<file path="src/rtl/reg_write_arbiter.sv">
// reg_write_arbiter
// Round-robin arbiter sharing the single write port of the CPU register bank
// between four requesters (0: ALU writeback, 1: load unit, 2: immediate
// loader, 3: debug port). At most one request wins per clock; the winning
// address/data are registered onto the bank write port and a one-cycle
// acknowledge is returned to the winner.
//
// Ports:
//   CLK    in   system clock, posedge
//   RST    in   asynchronous active-high reset
//   HOLD   in   stall, blocks new grants while high
//   REQ    in   [3:0] request per requester
//   ADDR   in   [4*ADDR_W-1:0] packed addresses, requester i at [i*ADDR_W +: ADDR_W]
//   DATA   in   [4*DATA_W-1:0] packed data, requester i at [i*DATA_W +: DATA_W]
//   WE     out  registered bank write enable
//   WADDR  out  registered bank write address
//   WDATA  out  registered bank write data
//   ACK    out  [3:0] registered one-hot acknowledge
//   GNT_ID out  [1:0] index of the granted requester, valid when WE=1
//   PTR    out  [1:0] round-robin priority pointer
module reg_write_arbiter #(
    parameter int DATA_W = 8,
    parameter int ADDR_W = 3
) (
    input  logic                CLK,
    input  logic                RST,
    input  logic                HOLD,
    input  logic [3:0]          REQ,
    input  logic [4*ADDR_W-1:0] ADDR,
    input  logic [4*DATA_W-1:0] DATA,
    output logic                WE,
    output logic [ADDR_W-1:0]   WADDR,
    output logic [DATA_W-1:0]   WDATA,
    output logic [3:0]          ACK,
    output logic [1:0]          GNT_ID,
    output logic [1:0]          PTR
);

    logic [3:0] elig;
    logic       found;
    logic [1:0] win;
    logic [1:0] idx;

    // A requester acknowledged this cycle may still hold REQ; masking it
    // prevents a second write of the same transaction.
    assign elig = REQ & ~ACK;

    // Scan PTR, PTR+1, PTR+2, PTR+3 (2-bit wrap) and take the first eligible.
    always_comb begin
        found = 1'b0;
        win   = PTR;
        idx   = PTR;
        for (int i = 0; i < 4; i++) begin
            idx = PTR + 2'(i);
            if (!found && elig[idx]) begin
                found = 1'b1;
                win   = idx;
            end
        end
    end

    always_ff @(posedge CLK or posedge RST) begin
        if (RST) begin
            WE     <= 1'b0;
            WADDR  <= '0;
            WDATA  <= '0;
            ACK    <= 4'b0000;
            GNT_ID <= 2'd0;
            PTR    <= 2'd0;
        end else if (!HOLD && found) begin
            WE     <= 1'b1;
            WADDR  <= ADDR[int'(win)*ADDR_W +: ADDR_W];
            WDATA  <= DATA[int'(win)*DATA_W +: DATA_W];
            ACK    <= 4'b0001 << win;
            GNT_ID <= win;
            PTR    <= win + 2'd1;
        end else begin
            // Address, data, id and pointer hold; only the strobes drop.
            WE  <= 1'b0;
            ACK <= 4'b0000;
        end
    end

endmodule

</file>
<file path="config.mk">
export PLATFORM = sky130hd
export DESIGN_NAME = reg_write_arbiter
export DESIGN_NICKNAME = d
export VERILOG_FILES = /design/src/rtl/reg_write_arbiter.sv
export SDC_FILE = /design/constraint.sdc
export NUM_CORES = 1
export LEC_CHECK = 0
export CAP_MARGIN = 20
export CORE_ASPECT_RATIO = 0.7
export CORE_MARGIN = 3
export CORE_UTILIZATION = 40
export DETAILED_ROUTE_END_ITERATION = 10
export PLACE_DENSITY = 0.8
export SLEW_MARGIN = 30
export SYNTH_ARGS = -nofsm -noshare
export SYNTH_HDL_FRONTEND = slang
export SYNTH_SLANG_ARGS = --single-unit
</file>
<file path="constraint.sdc">
create_clock -name CLK -period 5.6 [get_ports CLK]
set_clock_uncertainty 0.1 [all_clocks]
set_input_delay 0.84 -clock CLK [delete_from_list [all_inputs] [get_ports CLK]]
set_output_delay 0.84 -clock CLK [all_outputs]
set_load 0.05 [all_outputs]
</file>
== Yosys cells after proc, flatten, opt, wreduce, memory -nomap -nowiden ==
Index checks and enable logic that the tools add are counted.
Storage, ports and cells
  register bits after elaboration: 20
  latch bits: 0
  memory bits (writable): 0
  bits in read-only memories: 0
  input port bits: 51
  output and inout port bits: 20
  word-level logic and storage cells: 45
  memories kept: 0
Cells by class
  add/subtract/negate cells: 4
  $mul: 1
  div/mod/pow operators: 0
  $lt $le $gt $ge: 4
  equal/unequal tests: 0
  shift operators: 3
  mux-type cells: 17
  bitwise logic cells: 2
  reductions and logical operators: 8
Operators with widths (count)
  32-bit by 6-bit indexed part select with 8-bit output: 1
  2-bit by 3-bit less-than comparator with 1-bit output, second input constant: 4
  12-bit by 5-bit indexed part select with 3-bit output: 1
  1-bit 2-to-1 mux: 9
  1-bit binary-select mux with 2-bit select: 4
  2-bit 2-to-1 mux: 3
  2-bit by 1-bit adder with 2-bit output, second input constant: 2
  2-bit adder, second input constant: 2
  4-bit bitwise AND: 1
  1-bit logical AND: 4
  1-bit zero test: 4
  2-bit by 2-bit multiplier with 4-bit output, second input constant: 1
  4-bit 2-to-1 mux: 1
  4-bit inverter: 1
  1-bit by 2-bit << shifter with 4-bit output, first input constant: 1

== Depth between registers and ports, before layout ==
Gate-level depths: netlist of the first run.
  word-level depth: 16
  depth in mapped cells: 8
  depth with buffers taken out: 7

== Worst setup path before layout of the first run ==
OpenSTA, ideal clock, no wires.
  path type: input port to flip-flop
  start: input REQ[3]
  end: register WADDR[0]
  library setup time: 0.135 ns
  arrival: 2.001 ns
  data required time: 5.365 ns
  slack: 3.364 ns
  stages on the path: 7
  path buffers: 1
  cell sequence: nor2b_4 o22ai_2 a22oi_2 buf_4 a21boi_1 a2111oi_2 a211oi_2
On the way
  longest elaborated chain between the ends: 15
  elaborated cells between the ends (all ways): 25
  those cells by class: mul: 1; shift: 1; mux: 15; bitwise: 1; reduce/logical: 7
RTL lines
  from (decl): RTL line 28  | input logic [3:0] REQ,
  4-bit bitwise AND (*): RTL line 46  | assign elig = REQ & ~ACK;
  1-bit binary-select mux with 2-bit select: RTL line 55  | if (!found && elig[idx]) begin
  1-bit 2-to-1 mux (not written as such): RTL line 55
  1-bit 2-to-1 mux: RTL line 55
  1-bit zero test: RTL line 55
  1-bit logical AND: RTL line 55
  1-bit 2-to-1 mux: RTL line 55
  1-bit zero test: RTL line 55
  1-bit logical AND: RTL line 55
  1-bit 2-to-1 mux: RTL line 55
  1-bit zero test: RTL line 55
  1-bit logical AND: RTL line 55
  2-bit 2-to-1 mux: RTL line 55
  2-bit by 2-bit multiplier with 4-bit output: RTL line 72  | WADDR <= ADDR[int'(win)*ADDR_W +: ADDR_W];
  12-bit by 5-bit indexed part select with 3-bit output: RTL line 72
  to (signal assigned): RTL line 72
  to (decl): RTL line 32  | output logic [ADDR_W-1:0] WADDR,
Mark *: on every way between the ends. The rest lies on a longest branch, timed or not. The select of a mux whose other input is x is not followed.
A chain may end at the register's enable or synchronous reset.

== Worst setup path in the final report of the first run ==
  start: input REQ[3]
  end: register WDATA[0]
On the way
  longest elaborated chain between the ends: 14
  elaborated cells between the ends (all ways): 24
  those cells by class: shift: 1; mux: 15; bitwise: 1; reduce/logical: 7
RTL lines
  4-bit bitwise AND (*): RTL line 46
  1-bit binary-select mux with 2-bit select: RTL line 55
  1-bit 2-to-1 mux (not written as such): RTL line 55
  1-bit 2-to-1 mux: RTL line 55
  1-bit zero test: RTL line 55
  1-bit logical AND: RTL line 55
  1-bit 2-to-1 mux: RTL line 55
  1-bit zero test: RTL line 55
  1-bit logical AND: RTL line 55
  1-bit 2-to-1 mux: RTL line 55
  1-bit zero test: RTL line 55
  1-bit logical AND: RTL line 55
  2-bit 2-to-1 mux or 1-bit 2-to-1 mux (tied branches): RTL line 55
  32-bit by 6-bit indexed part select with 8-bit output or 1-bit logical AND (tied branches): RTL line 73, 70
  to (signal assigned): RTL line 73  | WDATA <= DATA[int'(win)*DATA_W +: DATA_W];
  to (decl): RTL line 33  | output logic [DATA_W-1:0] WDATA,
Marked as above.

==> results.md, run 1 <==
- Clk pwr share: 7.7%
- Fin crit share: 56.8%
- Largest net degree at the start of global routing: 24
- Top-count cell post-synth: dfrtp_1
- GR Overflow Total: 0
- Final routed DRC violation total: 0
- Initial antenna violation count: 0
- Number of global-route vias before repair: 1474
- Layout cells sized above 1: 15.4%
- DRT iter0 DRCs: 33
- # IOs: 71
- CP bufs+invs: 2
- N_diodes: 0
- Crit-path cells: clkdlybuf4s50_1 > nor2b_4 > nor2_1 > a31o_2 > inv_1 > nor2_1 > a41oi_1 > a21boi_1
- Die H: 56.1 µm
- Cells after Synth: 139
- Period minus WS final: 3.18 ns
- EDFF count, synth: 0
- Status: finished, final reports clean
- CP required: 5.60 ns
- Site row count: 17
- Final net count: 254
- Via count: 1380
- Area grow syn2layout: 50.3%
- Synth Register Bits: 20
- HP Start: GNT_ID[0]
- Bufs on Longest Clock Path: 2
- Max_slew headroom: 47.7%
- CP max FO: 23
- CTS Sinks: 20
- CTS tree: built
- Core area: 3300 µm²
- Sequential element share of the synthesized area: 34.8%
- Tightest Pin Transition: 0.781 ns
- Final max-slew violation count: 0
- Worst IR Drop VDD: 0.000328 V
- TritonCTS buffer count: 3
- Share of the synthesized area in the top cell type: 34.8%
- Yosys Warn Count: 0
- CP max-delay cell: a31o_2
- Cell Area, Synth: 1440 µm²
- Area of the die: 4360 µm²
- Routed len/inst: 17.3 µm
- Sequential Power Share: 22.5%
- Hold-fix buffers, CTS: 0
- Maximum clock rate: 314 MHz
- R2R Path Start: ACK[3]
- Post-Route WL: 4300 µm
- Most frequent cells after synthesis: dfrtp_1 (20), a21oi_1 (17), nor2_1 (16)
- Largest area contributor in the netlist: dfrtp_1
- Syn_area_per_cell: 10.3 µm²
- IO Port Bufs: 70
- CTS H-tree lvls: 1
- Post-route setup TNS: 0 ns
- Crit Path Category: primary input to flip-flop
- Top Family by Delay on Critical Path: buffers and inverters
- Gpl congestion: 0.825
- Int Pwr: 551 µW
- Predominant post-synthesis flop cell: dfrtp_1
- Clock Root Buffer: clkbuf_8
- CP startpoint: REQ[3]
- Final Hold Viols: 0
- CTS clk-pin slew, worst paths: 0.07 ns
- NetSw: 647 µW
- Top cells by area, synth: dfrtp_1 (35%), a2111oi_4 (7.7%), a211oi_2 (6.1%), a21oi_1 (5.9%), a21boi_1 (4.7%)
- Power Density: 555 nW/µm²
- Global-route wire length before repair: 7210 µm
- Final ANT Viol Nets: 0
- GRT Util Overall: 20.4%
- Syn_nets: 190
- Switching part of the total: 54.0%
- Critical Path AT: 3.18 ns
- Starting Density: 43.6%
- Most common cell on crit path: nor2_1
- Comb pwr share: 69.8%
- RSZ-0062 raised after global routing: false
- Power Total: 1200 µW
- First-pass iteration count of the detailed router: 6
- DPL Wire Length: 3210 µm
- Clk Latency, worst-skew pair: 0.25 ns
- # Max-Cap Violations: 0
- Netlist cell types: 43
- Die X: 77.6 µm
- CP max stage delay: 0.62 ns
- Post-cts repair resize count: 0
- Setup Viol. Count Final: 0
- HP Class: flip-flop to flip-flop
- Leak: 0.000791 µW
- Startpoint types: primary input
- Vias/cell: 5.56
- Post-CTS Repair Setup Buffers: 0
- CP Capture Type: flip-flop
- Post-synth ARST share: 100%
==> registers in the layout, summed over array words and instances (netlist names) <==
name and cells:
WE 1, ACK 4, PTR 2, GNT_ID 2, WADDR 3, WDATA 8
==> worst paths after layout <==
path / cells past startpoint / slack (ns) / end
worst min register to register: 2 / 0.43 / GNT_ID[0]
worst max-delay path: 8 / 2.42 / WDATA[0]
max in group asynchronous: 2 / 4.00 / WDATA[5]
min in group asynchronous: 2 / 0.93 / WDATA[3]
worst max register to register: 7 / 3.06 / WDATA[0]
worst min-delay path: 2 / 0.43 / GNT_ID[0]
==> cells in the final DEF, fill, tap and decap left out, types with 2 or more instances in the layout <==
cell | Yosys | layout
a2111oi_2 | 4 | 4
a2111oi_4 | 4 | 4
a211oi_2 | 7 | 7
a21boi_1 | 9 | 9
a21oi_1 | 17 | 17
a41oi_1 | 2 | 2
clkbuf_8 | 0 | 3
clkdlybuf4s50_1 | 0 | 70
dfrtp_1 | 20 | 20
inv_1 | 2 | 2
nand2_1 | 13 | 13
nand2b_1 | 2 | 2
nor2_1 | 16 | 16
nor2b_4 | 2 | 2
nor3_1 | 3 | 3
o21a_1 | 2 | 2
o21ai_1 | 2 | 2
==> layout make-up <==
class	instances	area, µm²
Fill cell	270	1140
Timing Repair Buffer	70	701
Inverter	2	7.51
Tap cell	47	58.8
Clock buffer	3	41.3
Multi-Input combinational cell	106	850
Sequential cell	20	500
==> layer usage <==
metal / share of wire [%] / GRT usage [%] / up-vias / wire length (µm)
li1: - / - / 643 / -
met1: 46 / 27.1 / 668 / 1990
met2: 45 / 31.6 / 63 / 1920
met3: 8.1 / 7.12 / 6 / 347
met4: 1.0 / 4.82 / 0 / 44
met5: 0 / 0 / - / 0
==> through the flow <==
stage / cell area [µm²] / setup slack, ns / instances / util (%) / hold slack, ns
2_1_floorplan: 1440 / 3.36 / 139 / - / 0.645
3_3_place_gp: 2120 / 2.32 / 245 / 64.2 / 0.416
3_5_place_dp: 2120 / 2.18 / 245 / 64.2 / 0.403
4_1_cts: 2160 / 2.46 / 248 / 65.5 / 0.433
5_1_grt: 2160 / 2.30 / 248 / 65.5 / 0.463
6_report: 2160 / 2.42 / 248 / 65.5 / 0.432
==> kinds of logic (layout without fill, tap and decap cells) <==
group / after synthesis / in the layout / share of synthesized area (%)
AOI/OAI and AO/OA: 59 / 59 / 41.3
xor gates and xnor gates: 1 / 1 / 0.610
buffers and inverters: 13 / 75 / 6.01
and+or+nand+nor: 46 / 46 / 17.2
DFF: 20 / 20 / 34.8
==> worst min-delay path: cells and delay by family, from the launching register on <==
family / cells / cell delay [ns]
flops: 1 / 0.38
simple gates: 2 / 0.12
==> power groups by stage <==
stage	Clock [µW]	Combinational (µW)	Sequential (µW)
after global placement	0	820	267
after CTS	95.6	840	269
final	91.8	836	270
after global routing	102	886	277
after floorplan	0	414	483
after detailed placement	0	836	270
(Power assumes the default switching activity.)
==> inputs of run 2 (changes only) <==
==> constraint.sdc (replaced) <==
create_clock -name CLK -period 3 [get_ports CLK]
set_clock_uncertainty 0.1 [all_clocks]
set_input_delay 0.45 -clock CLK [delete_from_list [all_inputs] [get_ports CLK]]
set_output_delay 0.45 -clock CLK [all_outputs]
set_load 0.05 [all_outputs]
==> run 2 against run 1 <==
Against the previous run:
- worst setup slack worse by 1.7 ns
- total power up 98%
- die area unchanged
- combinational power up 91%
- clock-buffer cell count unchanged
- sequential share of layout area down 0.78 points
- global-route usage down 1.1 points
- hold slack better by 0.013 ns
- utilization up 2.3 points
- register-to-register slack worse by 2.2 ns
- critical endpoint is now WDATA[7]
- largest power group unchanged
- highest routed layer unchanged
==> results.md, run 2 (synthesis gave the netlist of run 1 again) <==
- Reg-to-reg slack, setup: 0.91 ns
- Final net count: 260
- Hold-fix buffers, CTS: 0
- DPL Wire Length: 3140 µm
- GR Overflow Total: 0
- CTS Sinks: 20
- CTS tree: built
- CP bufs+invs: 1
- CP max stage delay: 0.45 ns
- Hold_ws: 0.446 ns
- HP Class: flip-flop to flip-flop
- Most frequent cells in the layout: clkdlybuf4s50_1 (70), dfrtp_1 (20), a21oi_1 (17)
- Clk Latency, worst-skew pair: 0.26 ns
- Clk pwr share: 11.5%
- DRT iter0 DRCs: 42
- Post-route setup TNS: 0 ns
- Int Pwr: 1160 µW
- CP max FO: 20
- NetSw: 1210 µW
- Worst IR Drop VDD: 0.000596 V
- Core Util, Final: 67.7%
- Critical Path AT: 2.38 ns
- Site row count: 17
- CP startpoint: REQ[3]
- CP Capture Type: flip-flop
- Startpoint types: primary input
- Final routed DRC violation total: 0
- Max_slew headroom: 47.2%
- Final max-slew violation count: 0
- Routed len/inst: 16.2 µm
- R2R Path Start: ACK[3]
- CTS H-tree lvls: 1
- Maximum clock rate: 429 MHz
- RSZ-0062 raised after global routing: false
- Layout cells sized above 1: 18.3%
- First-pass iteration count of the detailed router: 4
- Leak: 0.000834 µW
- Largest net degree at the start of global routing: 21
- Crit Path Category: primary input to flip-flop
- Status: finished, final reports clean
- Period minus WS final: 2.33 ns
- Tightest Pin Transition: 0.791 ns
- Starting Density: 43.6%
- Die H: 56.1 µm
- Commonest non-fill, non-tap cell in the layout: clkdlybuf4s50_1
- # Max-Cap Violations: 0
- CP required: 3.05 ns
- Final Hold Viols: 0
- Setup Viol. Count Final: 0
- Clock Root Buffer: clkbuf_8
- Global-route wire length before repair: 6640 µm
- Power Total: 2370 µW
- Core area: 3300 µm²
- Initial antenna violation count: 0
- GRT Util Overall: 19.3%
- Post-cts repair resize count: 0
- Number of global-route vias before repair: 1321
- CP max-delay cell: clkdlybuf4s50_1
- N_diodes: 0
- Switching part of the total: 51.2%
- Area of the die: 4360 µm²
- Max reg flops: 8
- Area grow syn2layout: 55.5%
- Bufs on Longest Clock Path: 2
- Fin crit share: 77.7%
- Sequential Power Share: 20.8%
- Gpl congestion: 0.781
- Power Density: 1060 nW/µm²
- # IOs: 71
- Regs by FF count: WDATA: 8 flops, ACK: 4 flops, WADDR: 3 flops
- CTS clk-pin slew, worst paths: 0.08 ns
- Via count: 1373
- Top Family by Delay on Critical Path: simple AND/OR/NAND/NOR gates
- TritonCTS buffer count: 3
- Die X: 77.6 µm
- Final ANT Viol Nets: 0
- IO Port Bufs: 70
- Post-Route WL: 4120 µm
- Most flops, register: WDATA
- Post-CTS Repair Setup Buffers: 0
- Crit-path cells: clkdlybuf4s50_1 > nor2b_4 > o22ai_2 > a22oi_2 > and2_4 > nand2_2 > o221a_1
- HP Start: GNT_ID[1]
- Vias/cell: 5.38
- Comb pwr share: 67.6%
[run 2: cell count changes in the layout (fill, tap and decap cells not counted)]
cell	previous run	this run
buf_4	0	6
bufinv_16	0	1
[run 2: through the flow]
| step | instance area (µm²) | setup slack [ns] | instances |
|---|---|---|---|
| 6_report | 2230 | 0.669 | 255 |
| 5_1_grt | 2230 | 0.536 | 255 |
| 4_1_cts | 2230 | 0.671 | 255 |
| 3_5_place_dp | 2160 | 0.376 | 251 |
| 3_3_place_gp | 2160 | 0.476 | 251 |
| 2_1_floorplan | 1440 | 0.900 | 139 |
[run 2: final cells by class]
type / instances / area, µm²
flip-flops and latches: 20 / 500
multi-input cells: 106 / 850
clock buffers: 3 / 41.3
well taps: 47 / 58.8
inverters: 2 / 7.51
fillers: 250 / 1060
repair buffers: 76 / 746
clock inverters: 1 / 30.0
[run 2: power groups by stage]
stage                     combinational, µW  clock [µW]  sequential (µW)
final                                  1600         273              493
after detailed placement               1600           0              494
after global placement                 1580           0              494
after global routing                   1700         287              508
after floorplan                         773           0              902
after CTS                              1610         277              492
[run 2: final timing paths]
kind,endpoint,cells after the start
max reg2reg,WDATA[7],6
min,GNT_ID[1],2
min in group asynchronous,WADDR[2],2
min reg2reg,GNT_ID[1],2
max,WDATA[7],7
max in group asynchronous,WDATA[4],2
[run 2: per-layer routing]
metal,wire (µm),vias to the layer above,GRT usage [%]
li1,-,655,-
met5,0,-,0
met2,1860,53,28.4
met1,1980,663,27.8
met3,257,2,5.66
met4,19,0,4.06
[run 2: tightest hold or removal path: stages (launching register included)]
cell and delay (ns):
dfrtp_1 0.36, nor2_1 0.05, a21oi_1 0.10
==> inputs of run 3 (changes only) <==
--- a/config.mk
+++ b/config.mk
@@ -8,9 +8,9 @@
 export CAP_MARGIN = 20
 export CORE_ASPECT_RATIO = 0.7
 export CORE_MARGIN = 3
-export CORE_UTILIZATION = 40
+export CORE_UTILIZATION = 36
 export DETAILED_ROUTE_END_ITERATION = 10
-export PLACE_DENSITY = 0.8
+export PLACE_DENSITY = 0.76
 export SLEW_MARGIN = 30
 export SYNTH_ARGS = -nofsm -noshare
 export SYNTH_HDL_FRONTEND = slang
==> constraint.sdc (replaced) <==
create_clock -name CLK -period 2 [get_ports CLK]
set_clock_uncertainty 0.1 [all_clocks]
set_input_delay 0.3 -clock CLK [delete_from_list [all_inputs] [get_ports CLK]]
set_output_delay 0.3 -clock CLK [all_outputs]
set_load 0.05 [all_outputs]
==> run 3 against run 2 <==
Against the previous run:
- register-to-register slack lost 0.87 ns
- critical path depth is the same
- total power grew 73%
- critical path type is now flip-flop to flip-flop
- largest cell class is now buffers
==> results.md, run 3 (synthesis gave the netlist of run 1 again) <==
- Global-route wire length before repair: 7230 µm
- Most frequent cells in the layout: clkdlybuf4s50_1 (64), buf_4 (26), nor2_1 (15), a21oi_1 (15), dfrtp_1 (14)
- Number of global-route vias before repair: 1558
- Switching part of the total: 48.9%
- CP max FO: 8
- CP Capture Type: flip-flop
- Fillers: 277
- Clock Root Buffer: clkbuf_8
- R2R Path Start: ACK[3]
- Met2 WL: 2440 µm
- First-pass iteration count of the detailed router: 4
- Routed len/inst: 16.9 µm
- Max layer used: met4
- Final max-slew violation count: 0
- CP max-delay cell: dfrtp_2
- Max_slew headroom: 65.4%
- Area of the die: 4800 µm²
- Post-Route WL: 4780 µm
- Layout cells sized above 1: 32.3%
- Via count: 1477
- Site row count: 18
- Startpoint types: flip-flop
- Most flops, register: WDATA
- Gpl congestion: 0.716
- Comb pwr share: 73.9%
- Regs by FF count: WDATA: 8 flops, ACK: 4 flops, WADDR: 3 flops
- Final routed DRC violation total: 0
- Vias/cell: 5.24
- CP startpoint: ACK[3]
- Starting Density: 39.1%
- Tightest Pin Transition: 0.517 ns
- Sequential Power Share: 18.3%
- Leak: 0.000982 µW
- Setup Viol. Count Final: 0
- DPL Wire Length: 3450 µm
- CP required: 2.08 ns
- Fin crit share: 98.2%
- Commonest non-fill, non-tap cell in the layout: clkdlybuf4s50_1
- NetSw: 2000 µW
- N_diodes: 0
- GRT Util Overall: 19.6%
- RSZ-0062 raised after global routing: true
- TritonCTS buffer count: 3
- Final net count: 284
- Crit-path cells: nor2b_4 > o22ai_2 > a22oi_2 > and2_4 > buf_12 > a21oi_1 > a211oi_2
- IO Port Bufs: 70
- Max reg flops: 8
- Crit Path Category: flip-flop to flip-flop
- CP max stage delay: 0.43 ns
- Post-route setup TNS: 0 ns
- Maximum clock rate: 509 MHz
- Final Hold Viols: 0
- Initial antenna violation count: 0
- Largest net degree at the start of global routing: 21
- Worst IR Drop VDD: 0.000900 V
- Core area: 3670 µm²
- CTS H-tree lvls: 1
- Power Density: 1630 nW/µm²
- Bufs on Longest Clock Path: 2
- # Max-Cap Violations: 0
- GR Overflow Total: 0
- Status: finished, final reports clean
- Final ANT Viol Nets: 0
- Critical Path AT: 2.04 ns
- CTS tree: built
- Metal-1 WL: 1950 µm
- # IOs: 71
- CTS clk-pin slew, worst paths: 0.08 ns
- Area grow syn2layout: 74.5%
- Core Util, Final: 68.3%
- Period minus WS final: 1.96 ns
- Die X: 81.5 µm
- Die H: 58.9 µm
- DRT iter0 DRCs: 61
- R2R cell count: 7
- Clk Latency, worst-skew pair: 0.26 ns
- Clk pwr share: 7.8%
- Int Pwr: 2090 µW
- Met3 Wirelength: 372 µm
- CTS Sinks: 20
- HP Class: primary input to asynchronous set/reset pin
run 3: path summary, 6_finish.rpt:
check	endpoint	slack [ns]
hold reg to reg	GNT_ID[0]	0.38
setup / recovery	WADDR[0]	0.04
setup reg to reg	WADDR[0]	0.04
hold / removal	WE	0.27
min in group CLK	GNT_ID[0]	0.38
max in group asynchronous	ACK[0]	1.29
run 3: worst max-delay path, delay by kind of cell, from the launching register on:
kind / cells / cell delay, ns
AOI/OAI and AO/OA: 4 / 0.67
and+or+nand+nor: 2 / 0.54
DFF: 1 / 0.43
buffers and inverters: 1 / 0.13
run 3: area by class of cell:
cell class | count | area, µm² | area share (%)
timing repair buffer | 100 | 988 | 39.4
tap | 50 | 62.6 | 2.50
sequential | 20 | 508 | 20.3
inverter | 2 | 7.51 | 0.300
multi-input combinational | 106 | 885 | 35.3
clock buffer | 4 | 55.1 | 2.20
run 3: what timing repair did:
action | 4_1_cts | 5_1_grt
hold buffers | 0 | 0
gates cloned | 0 | 1
pin swaps | 3 | 10
gates resized for setup | 3 | 11
endpoints found under the setup margin | 10 | 11
setup buffers | 2 | 6
run 3: per-layer routing:
layer | vias up | global-route usage (%)
met5 | - | 0
met4 | 0 | 2.65
met3 | 3 | 5.20
met2 | 59 | 33.6
met1 | 713 | 25.4
li1 | 702 | -
run 3: power groups by stage:
stage / Clock (µW) / Combinational [µW] / Sequential (µW)
after floorplan: 0 / 1160 / 1360
after global placement: 0 / 2640 / 738
after detailed placement: 0 / 2700 / 754
after CTS: 322 / 2760 / 749
after global routing: 341 / 3190 / 778
final: 319 / 3020 / 750
run 3: metrics by stage:
step	total power, µW	hold slack [ns]	std cells	setup WS, ns	instance area (µm²)
global placement	3380	0.362	269	-0.237	2320
floorplan	2520	0.164	139	0.0139	1450
finish	4090	0.271	282	0.0361	2510
detailed placement	3460	0.366	269	-0.380	2320
CTS	3830	0.286	275	0.00582	2390
global route	4310	0.297	282	-0.0493	2510
